===== config.mk =====
export PLATFORM = sky130hd
export DESIGN_NAME = mem_bus_arbiter
export DESIGN_NICKNAME = d
export VERILOG_FILES = /design/src/rtl/mem_bus_arbiter.sv
export SDC_FILE = /design/constraint.sdc
export NUM_CORES = 1
export LEC_CHECK = 0
export ABC_AREA = 1
export BUFFER_PORTS_ARGS = -buffer_cell sky130_fd_sc_hd__buf_2
export CAP_MARGIN = 20
export CORE_AREA = 8 8 208 210
export CTS_CLUSTER_SIZE = 28
export DETAILED_ROUTE_END_ITERATION = 12
export DIE_AREA = 0 0 216 218
export MAX_ROUTING_LAYER = met4
export PLACE_DENSITY = 0.51
export SLEW_MARGIN = 10
export SYNTH_ARGS = -nofsm -noshare
export SYNTH_HDL_FRONTEND = slang
export SYNTH_SLANG_ARGS = --single-unit
export TNS_END_PERCENT = 5

===== constraint.sdc =====
create_clock -name clk -period 2.3 [get_ports clk]
set_input_delay 0.23 -clock clk [delete_from_list [all_inputs] [get_ports clk]]
set_output_delay 0.23 -clock clk [all_outputs]
set_load 0.01 [all_outputs]

===== src/rtl/mem_bus_arbiter.sv =====
// Two-way arbiter sharing one single-beat memory port between fetch and data requesters.
// Optional MEM_BUS_ARB_RR_EN replaces fixed data-first priority with round-robin.
module mem_bus_arbiter #(
    parameter int unsigned ADDR_W = 64,
    parameter int unsigned DATA_W = 64
) (
    input  logic                clk,
    input  logic                reset,
    input  logic                i_valid,
    input  logic [ADDR_W-1:0]   i_addr,
    output logic                i_addr_ok,
    output logic                i_data_ok,
    output logic [DATA_W-1:0]   i_data,
    input  logic                d_valid,
    input  logic [ADDR_W-1:0]   d_addr,
    input  logic [2:0]          d_size,
    input  logic [DATA_W/8-1:0] d_strobe,
    input  logic [DATA_W-1:0]   d_wdata,
    output logic                d_addr_ok,
    output logic                d_data_ok,
    output logic [DATA_W-1:0]   d_rdata,
    output logic                m_valid,
    output logic                m_is_write,
    output logic [ADDR_W-1:0]   m_addr,
    output logic [2:0]          m_size,
    output logic [DATA_W/8-1:0] m_strobe,
    output logic [DATA_W-1:0]   m_wdata,
    input  logic                m_ready,
    input  logic                m_last,
    input  logic [DATA_W-1:0]   m_rdata
);

    localparam int unsigned STRB_W = DATA_W / 8;

    typedef enum logic [1:0] {StIdle, StBusyI, StBusyD} state_e;

    state_e              state_q, state_d;
    logic [ADDR_W-1:0]   addr_q, addr_d;
    logic [2:0]          size_q, size_d;
    logic [STRB_W-1:0]   strobe_q, strobe_d;
    logic [DATA_W-1:0]   wdata_q, wdata_d;
    logic                grant_data;
    logic                done;

    assign done = m_ready & m_last;

`ifdef MEM_BUS_ARB_RR_EN
    // 1 = fetch was granted last; the reset value of 0 lets fetch go first on a tie.
    logic last_grant_q, last_grant_d;

    always_comb begin
        grant_data   = d_valid;
        last_grant_d = last_grant_q;
        if (d_valid && i_valid) begin
            grant_data = last_grant_q;
        end
        if (state_q == StIdle && (d_valid || i_valid)) begin
            last_grant_d = ~grant_data;
        end
    end

    always_ff @(posedge clk) begin
        if (reset) begin
            last_grant_q <= 1'b0;
        end else begin
            last_grant_q <= last_grant_d;
        end
    end
`else
    assign grant_data = d_valid;
`endif

    always_comb begin
        state_d   = state_q;
        addr_d    = addr_q;
        size_d    = size_q;
        strobe_d  = strobe_q;
        wdata_d   = wdata_q;
        i_addr_ok = 1'b0;
        i_data_ok = 1'b0;
        i_data    = '0;
        d_addr_ok = 1'b0;
        d_data_ok = 1'b0;
        d_rdata   = '0;
        case (state_q)
            StIdle: begin
                if (d_valid || i_valid) begin
                    if (grant_data) begin
                        state_d  = StBusyD;
                        addr_d   = d_addr;
                        size_d   = d_size;
                        strobe_d = d_strobe;
                        wdata_d  = d_wdata;
                    end else begin
                        state_d  = StBusyI;
                        addr_d   = i_addr;
                        size_d   = 3'b011;
                        strobe_d = '0;
                        wdata_d  = '0;
                    end
                end
            end
            StBusyI: begin
                if (done) begin
                    state_d   = StIdle;
                    i_addr_ok = 1'b1;
                    i_data_ok = 1'b1;
                    i_data    = m_rdata;
                end
            end
            StBusyD: begin
                if (done) begin
                    state_d   = StIdle;
                    d_addr_ok = 1'b1;
                    d_data_ok = 1'b1;
                    d_rdata   = m_rdata;
                end
            end
            default: state_d = StIdle;
        endcase
    end

    always_ff @(posedge clk) begin
        if (reset) begin
            state_q  <= StIdle;
            addr_q   <= '0;
            size_q   <= '0;
            strobe_q <= '0;
            wdata_q  <= '0;
        end else begin
            state_q  <= state_d;
            addr_q   <= addr_d;
            size_q   <= size_d;
            strobe_q <= strobe_d;
            wdata_q  <= wdata_d;
        end
    end

    assign m_valid    = (state_q != StIdle);
    assign m_is_write = |strobe_q;
    assign m_addr     = addr_q;
    assign m_size     = size_q;
    assign m_strobe   = strobe_q;
    assign m_wdata    = wdata_q;

endmodule


# [Word-level counts from Yosys, hierarchy flattened]
# Cells that the tools add are included.
[op_classes] addsub=0 multipliers=0 n_div=0 n_lt_le_gt_ge=0 n_eq_ne=4 shifts=0 n_mux=14 bitwise_logic=1 reduce_logical=7
[ops] operator="64-bit 2-to-1 mux" count=5
[ops] operator="8-bit 2-to-1 mux" count=1
[ops] operator="8-bit OR reduction" count=1
[ops] operator="2-bit 2-to-1 mux" count=3
[ops] operator="2-bit case mux with 2 select lines" count=1
[ops] operator="2-bit AND reduction" count=2
[ops] operator="1-bit 2-to-1 mux" count=3
[ops] operator="3-bit 2-to-1 mux" count=1
[ops] operator="2-bit by 1-bit == test with 1-bit output, second input constant" count=1
[ops] operator="2-bit == test, second input constant" count=1
[ops] operator="2-bit zero test" count=1
[ops] operator="2-bit by 1-bit inequality test with 1-bit output, second input constant" count=1
[ops] operator="2-bit inequality test, second input constant" count=1
[ops] operator="2-bit nonzero test" count=1
[ops] operator="2-bit OR reduction" count=1
[ops] operator="1-bit bitwise AND" count=1
[ops] operator="1-bit logical OR" count=1
[word_totals] reg_bits=141 latchBits=0 mem_bits_rw=0 rom_bits=0 in_bits=273 out_inout_bits=273 n_memories=0

# [Logic depth before layout (Yosys ltp)]
# Gate-level depths: netlist of run 1.
[logic_depth] depth_word=4 ltp_mapped=8 depth_no_buf=6

# [Worst setup path before layout of run 1]
# No wires, ideal clock.
[synth_timing] kind="flip-flop to output port" startpoint="register state_q[0]" endpoint="output d_data_ok" t_arrival_ps=1393 required_ps=2070 path_slack_ps=677 path_stages_with_launch=8 cell_sequence="dfxtp_1 -> inv_1 -> ha_1 -> nand2_1 -> buf_2 -> buf_1 -> inv_1 -> buf_4"
[synth_between] elab_chain_cells=2
[synth_lines] element="start, declared" line_no="37" source="state_e state_q, state_d;"
[synth_lines] element="start signal, assigned" line_no="125" source="state_q <= StIdle;"
[synth_lines] element="start signal, assigned" line_no="131" source="state_q <= state_d;"
[synth_lines] element="2-bit == test"
[synth_lines] element="1-bit 2-to-1 mux"
[synth_lines] element="end, declared" line_no="20" source="output logic d_data_ok,"
# No other way between the ends.

# [Worst setup path in the final report of run 1]
[layout_timing] startpoint="register state_q[1]" endpoint="output i_data[63]"
[layout_between] elab_chain_cells=2
[layout_lines] element="2-bit by 1-bit == test with 1-bit output" line_no="85" source="case (state_q)"
[layout_lines] element="64-bit 2-to-1 mux" line_no="85"
[layout_lines] element="end, declared" line_no="13" source="output logic [DATA_W-1:0] i_data,"
# No other way between the ends.

==> flow_summary_export.csv, run 1 <==
group,metric,value,unit
yosys,synth-seq-cells,141,
timing,period_share,0.921,
worst_setup_path,rr_worst_depth,7,
finish,nFillCells,4589,
worst_setup_path,max_stage_delay,330,ps
floorplan,fp.coreArea,40200,um^2
worst_setup_path,critPathArrivalTime,1890,ps
route,dr.pass1.iters,6,
grt,antenna_found_initial,18,
floorplan,die_y,218,um
finish,instances_no_fill,2237,
timing,relSlewSlack,0.732,
yosys,yosys.area.top_type,"dfxtp_1",
floorplan,initial_utilization,0.174,
yosys,synth_nets,1457,
yosys,netlist.area_leader.share,0.405,
grt,grt_pass1_wl,53.6,mm
timing,post-route-min-period,2120,ps
finish,area_growth,55.6,%
grt,grt_overflow,0,
floorplan,ios,546,
finish,regArea,2820,um^2
worst_setup_path,r2r-start,"state_q[1]",
power,total_power,8.08,mW
worst_setup_path,worst_setup_path_start_kind,"flop",
grt,grt_usage,0.154,
route,drtIter0Drc,458,
power,p_seq_frac,0.363,
yosys,netlist_top_cells_area,"dfxtp_1 40%, nand2_1 26%, nor2_1 14%",
min_path,min_from,"d_wdata[5]",
yosys,netlist-cell-type-count,16,
floorplan,die_x,216,um
yosys,synth_most_common_cell,"nand2_1",
floorplan,die-area,47100,um^2
finish,fin_area,10900,um^2
min_path,hold_path.class,"primary input to flop",
worst_setup_path,crit_chain,"inv_1 > ha_1 > nand2_4 > buf_12 > nor2_1 > buf_2",
timing,slew_viol_final,0,
place,placed_cells,2195,
status,status,"complete, no violations",
clocking,cts_sinks,141,
clocking,cts_hold_buf,0,
worst_setup_path,cpLargestDelayFamily,"buffers and inverters",
yosys,syn_area_per_cell,5.91,um^2
yosys,synth_area,6980,um^2
power,power_density,744,nW/um^2
place,dp_hpwl,31.0,mm
clocking,clk_pin_slew,80,ps
timing,setup_viol,0,
power,switching_power,2.97,mW
clocking,clock_latency,430,ps
worst_setup_path,end_kind,"output pin",
clocking,cts_made_buffers,17,
worst_setup_path,path_class,"flop to output pin",
yosys,yosysSeqAreaShare,0.405,
power,p_int,5.11,mW
min_path,hold_depth,3,
power,p_leak,6.51,nW
clocking,root_buffer,"clkbuf_16",
clocking,cts_tree,"yes",
finish,finalNetCount,1959,
place,port_buffers,545,
timing,hold_viol,0,
route,antenna_left,0,
power,sw_frac_of_total,0.368,
timing,worst_pin_slew,399,ps
run,maxCapViolCount,0,
worst_setup_path,ff2ff_setup_slack,560,ps
finish,drive_gt1_frac,0.352,
route,drc,0,
grt,grt_max_degree,77,
finish,multi_input_area,3260,um^2
floorplan,core.rowCount,74,
min_path,worstHoldEndpoint,"m_wdata[5]",
place,place_congestion,0.956,
power,clkPwrFrac,0.353,
timing,setup-tns-final,0,ps
timing,fin_worst_hold_slack,43.2,ps
worst_setup_path,crit_fanout,47,
yosys,syn_inst,1180,
route,vias_per_cell,3.94,
yosys,synth_edf_count,0,
worst_setup_path,critPathBufInv,3,
worst_setup_path,crit_slowest_cell,"dfxtp_1",
worst_setup_path,required,2070,ps
timing,fin_worst_skew,15.0,ps
timing,rsz0062_at_grt,"no",
timing,clock.fmax,472,MHz
place,place_area,10200,um^2
yosys,async_flop_share,0,
clocking,clk_path_buf_depth,2,
power,combPwrFrac,0.284,
clocking,cts-htree-levels,4,
power,ir_drop,0.000414,V
route,vias,8803,
yosys,synthFlopType,"dfxtp_1",
grt,grt_pass1_vias,8708,
yosys,yosys_warnings,0,
worst_setup_path,regToRegEndpoint,"m_wdata[22]",
route,drt_wl_total,37.8,mm
yosys,synth_commonest_cells,"478 x nand2_1, 258 x nor2_1, 141 x dfxtp_1",
route,wl_per_cell,16.9,um
-- timing repair --
item	4_1_cts	5_1_grt
gates resized for setup	0	2
endpoints found under the setup margin	0	28
setup buffers	0	0
-- worst reg2reg max path: stages, from the launching register on --
cell,delay [ps]
dfxtp_1,330
inv_1,100
ha_1,280
nand2_1,170
inv_2,260
buf_4,300
nand2_1,80
a21oi_1,160
-- layout by cell type, fill, tap and decap left out --
master / instances
a21oi_1: 77
buf_12: 9
buf_2: 545
buf_4: 4
clkbuf_16: 17
clkinv_4: 2
clkinv_8: 7
dfxtp_1: 141
diode_2: 10
ha_1: 4
inv_1: 137
inv_2: 3
inv_6: 2
inv_8: 4
nand2_1: 476
nand2_4: 2
nand3_1: 2
nor2_1: 258
nor4_1: 2
o21ai_0: 2
o21ai_4: 1
-- flip-flops by register name (all words and copies together), names as in the netlist --
register,flops
m_addr,64
m_size,3
m_strobe,8
m_wdata,64
state_q,2
-- kinds of logic (layout without fill, tap and decap cells) --
kind of cell | Yosys count | count (layout) | synth area share
AOI/OAI and AO/OA | 80 | 80 | 0.0579
adders and majority gates | 4 | 4 | 0.00717
buffers and inverters | 215 | 730 | 0.131
DFF | 141 | 141 | 0.405
other | 0 | 10 | 0
and+or+nand+nor | 740 | 740 | 0.399
-- cell type report --
cell class	instances	share of cell area
repair buffers	558	0.271
flip-flops and latches	141	0.260
clock buffers	17	0.0392
multi-input cells	824	0.300
diodes	10	0.00230
well taps	532	0.0613
inverters	140	0.0484
clock inverters	15	0.0179
-- power by group through the flow --
stage          Sequential [mW]  Clock (mW)  Combinational [mW]
6_report                  2.94        2.85                2.29
5_1_grt                   2.98        3.06                2.57
4_1_cts                   2.94        2.96                2.35
3_5_place_dp              2.99           0                2.34
3_3_place_gp              2.98           0                2.32
2_1_floorplan             3.13           0                1.17
-- metal layers --
metal  part of all wire  wire length (um)  GRT usage
met1               0.37             14100      0.149
met2               0.50             19000      0.274
met5                  0                 0          -
met3              0.079              2970     0.0505
met4              0.044              1670     0.0800
-- how the worst max path moves through the flow --
stage            endpoint  cells after the start  slack [ps]  startpoint
2_1_floorplan   d_data_ok                      7         680  state_q[0]
5_1_grt         i_data[7]                      6          90  state_q[1]
3_3_place_gp   i_data[63]                      6         500  state_q[1]
6_report       i_data[63]                      6         180  state_q[1]
4_1_cts         i_data[7]                      6          20  state_q[1]
3_5_place_dp    i_data[7]                      6         500  state_q[1]
-- through the flow --
step / setup WS, ps / util
floorplan: 677 / -
global placement: 497 / 0.254
detailed placement: 499 / 0.254
CTS: 16.3 / 0.269
global route: 88.0 / 0.270
finish: 182 / 0.270
Power figures use the tool's default switching activity.
==> run 2, diff against run 1 <==
Settings changed: CELL_PAD_IN_SITES_DETAIL_PLACEMENT set to 0, CELL_PAD_IN_SITES_GLOBAL_PLACEMENT set to 1, CORE_AREA 8 8 208 210 to 8 8 204 206, DIE_AREA 0 0 216 218 to 0 0 212 214, PLACE_DENSITY 0.51 to 0.74.
Clock period 2.3 ns to 1.9 ns, I/O delays scaled along.
==> flow_summary_export.csv, run 2 (synthesized netlist as in run 1, its figures left out) <==
group,metric,value,unit
grt,grt_pass1_wl,53.6,mm
power,p_int,6.77,mW
floorplan,initial_utilization,0.182,
timing,worst_pin_slew,567,ps
clocking,clk_pin_slew,70,ps
clocking,root_buffer,"clkbuf_16",
timing,hold_viol,0,
power,switching_power,3.40,mW
clocking,cts_sinks,141,
finish,mostFrequentLayoutCell,"buf_2",
finish,final_cell_mix,"542 x buf_2, 476 x nand2_1, 256 x nor2_1",
place,place_congestion,0.995,
power,ir_drop,0.000615,V
power,clkPwrFrac,0.360,
timing,relSlewSlack,0.622,
power,sw_frac_of_total,0.334,
clocking,cts_made_buffers,17,
floorplan,die-area,45400,um^2
floorplan,ios,546,
route,drtIter0Drc,391,
finish,area_growth,63.1,%
power,power_density,893,nW/um^2
worst_setup_path,crit_fanout,15,
place,dp_hpwl,29.2,mm
worst_setup_path,end_kind,"output pin",
place,pre_cts_slack,262,ps
clocking,clock_latency,420,ps
timing,setup_viol,0,
grt,grt_overflow,0,
finish,finalNetCount,2004,
power,p_seq_frac,0.350,
route,vias,8998,
worst_setup_path,worst_setup_path_start_kind,"flop",
power,combPwrFrac,0.290,
route,dr.pass1.iters,6,
clocking,clk_path_buf_depth,2,
clocking,cts-htree-levels,4,
grt,grt_max_degree,55,
timing,fin_ws,50.5,ps
floorplan,fp.coreArea,38300,um^2
worst_setup_path,critPathArrivalTime,1660,ps
worst_setup_path,path_class,"flop to output pin",
route,drc,0,
timing,period_share,0.973,
floorplan,core.rowCount,72,
min_path,hold_path.class,"primary input to flop",
grt,grt_usage,0.156,
clocking,cts_tree,"yes",
timing,clock.fmax,541,MHz
place,port_buffers,545,
route,antenna_left,0,
power,p_leak,6.75,nW
route,drt_wl_total,36.6,mm
floorplan,die_y,214,um
timing,post-route-min-period,1850,ps
floorplan,die_x,212,um
grt,grt_pass1_vias,9274,
worst_setup_path,ff2ff_setup_slack,300,ps
run,maxCapViolCount,0,
route,vias_per_cell,3.96,
worst_setup_path,required,1710,ps
timing,fin_worst_skew,12.0,ps
finish,final_core_util,0.297,
timing,slew_viol_final,0,
grt,antenna_found_initial,16,
finish,drive_gt1_frac,0.357,
route,wl_per_cell,16.1,um
status,status,"complete, no violations",
timing,rsz0062_at_grt,"yes",
run 2: worst paths after layout:
path / to / cells past startpoint / start
max: i_data[32] / 6 / state_q[1]
min: m_wdata[26] / 3 / d_wdata[26]
max reg2reg: m_wdata[57] / 7 / state_q[0]
min reg2reg: m_size[1] / 2 / m_size[1]
run 2: stage by stage:
step | area (um^2) | hold slack, ps | cells | power [mW] | setup TNS (ps)
2_1_floorplan | 6980 | 337 | 1180 | 5.21 | 0
3_3_place_gp | 10300 | 436 | 2193 | 6.49 | 0
3_5_place_dp | 10300 | 440 | 2193 | 6.51 | 0
4_1_cts | 11300 | 0.332 | 2256 | 10.3 | 0
5_1_grt | 11400 | 3.30 | 2269 | 10.8 | -69.3
6_report | 11400 | 20.8 | 2273 | 10.2 | 0
run 2: area by class of cell:
| type | count | area [um^2] |
|---|---|---|
| fill | 4327 | 26900 |
| timing repair buffer | 603 | 3410 |
| inverter | 140 | 526 |
| clock buffer | 18 | 429 |
| multi-input combinational | 824 | 3300 |
| clock inverter | 14 | 209 |
| sequential | 141 | 2830 |
| antenna | 15 | 37.5 |
| tap | 518 | 648 |
run 2: per-layer routing:
layer	track usage	wire length (um)	up-vias
li1	-	-	4545
met1	0.155	13600	4008
met2	0.288	18900	398
met3	0.0472	2890	47
met4	0.0507	1160	0
met5	-	0	-
run 2: power groups by stage:
stage,combinational (mW),sequential (mW),clock [mW]
3_5_place_dp,2.90,3.61,0
6_report,2.95,3.56,3.66
4_1_cts,2.98,3.55,3.78
3_3_place_gp,2.89,3.60,0
5_1_grt,3.32,3.61,3.90
2_1_floorplan,1.42,3.79,0
run 2: worst max-delay path, cell delays in order (launching register included):
cell and delay, ps:
dfxtp_2 350, inv_2 80, ha_2 190, nand2_4 120, buf_12 190, nor2_2 140
buf_4 160
run 2: timing repair:
action                                  in CTS  in global routing
pin swaps                                    2                  0
hold endpoints to repair                    27                  0
cloned                                       2                  2
resized for setup                            9                 11
buffers inserted                             2                  0
endpoints found under the setup margin     118                 88
hold buffers                                27                  0
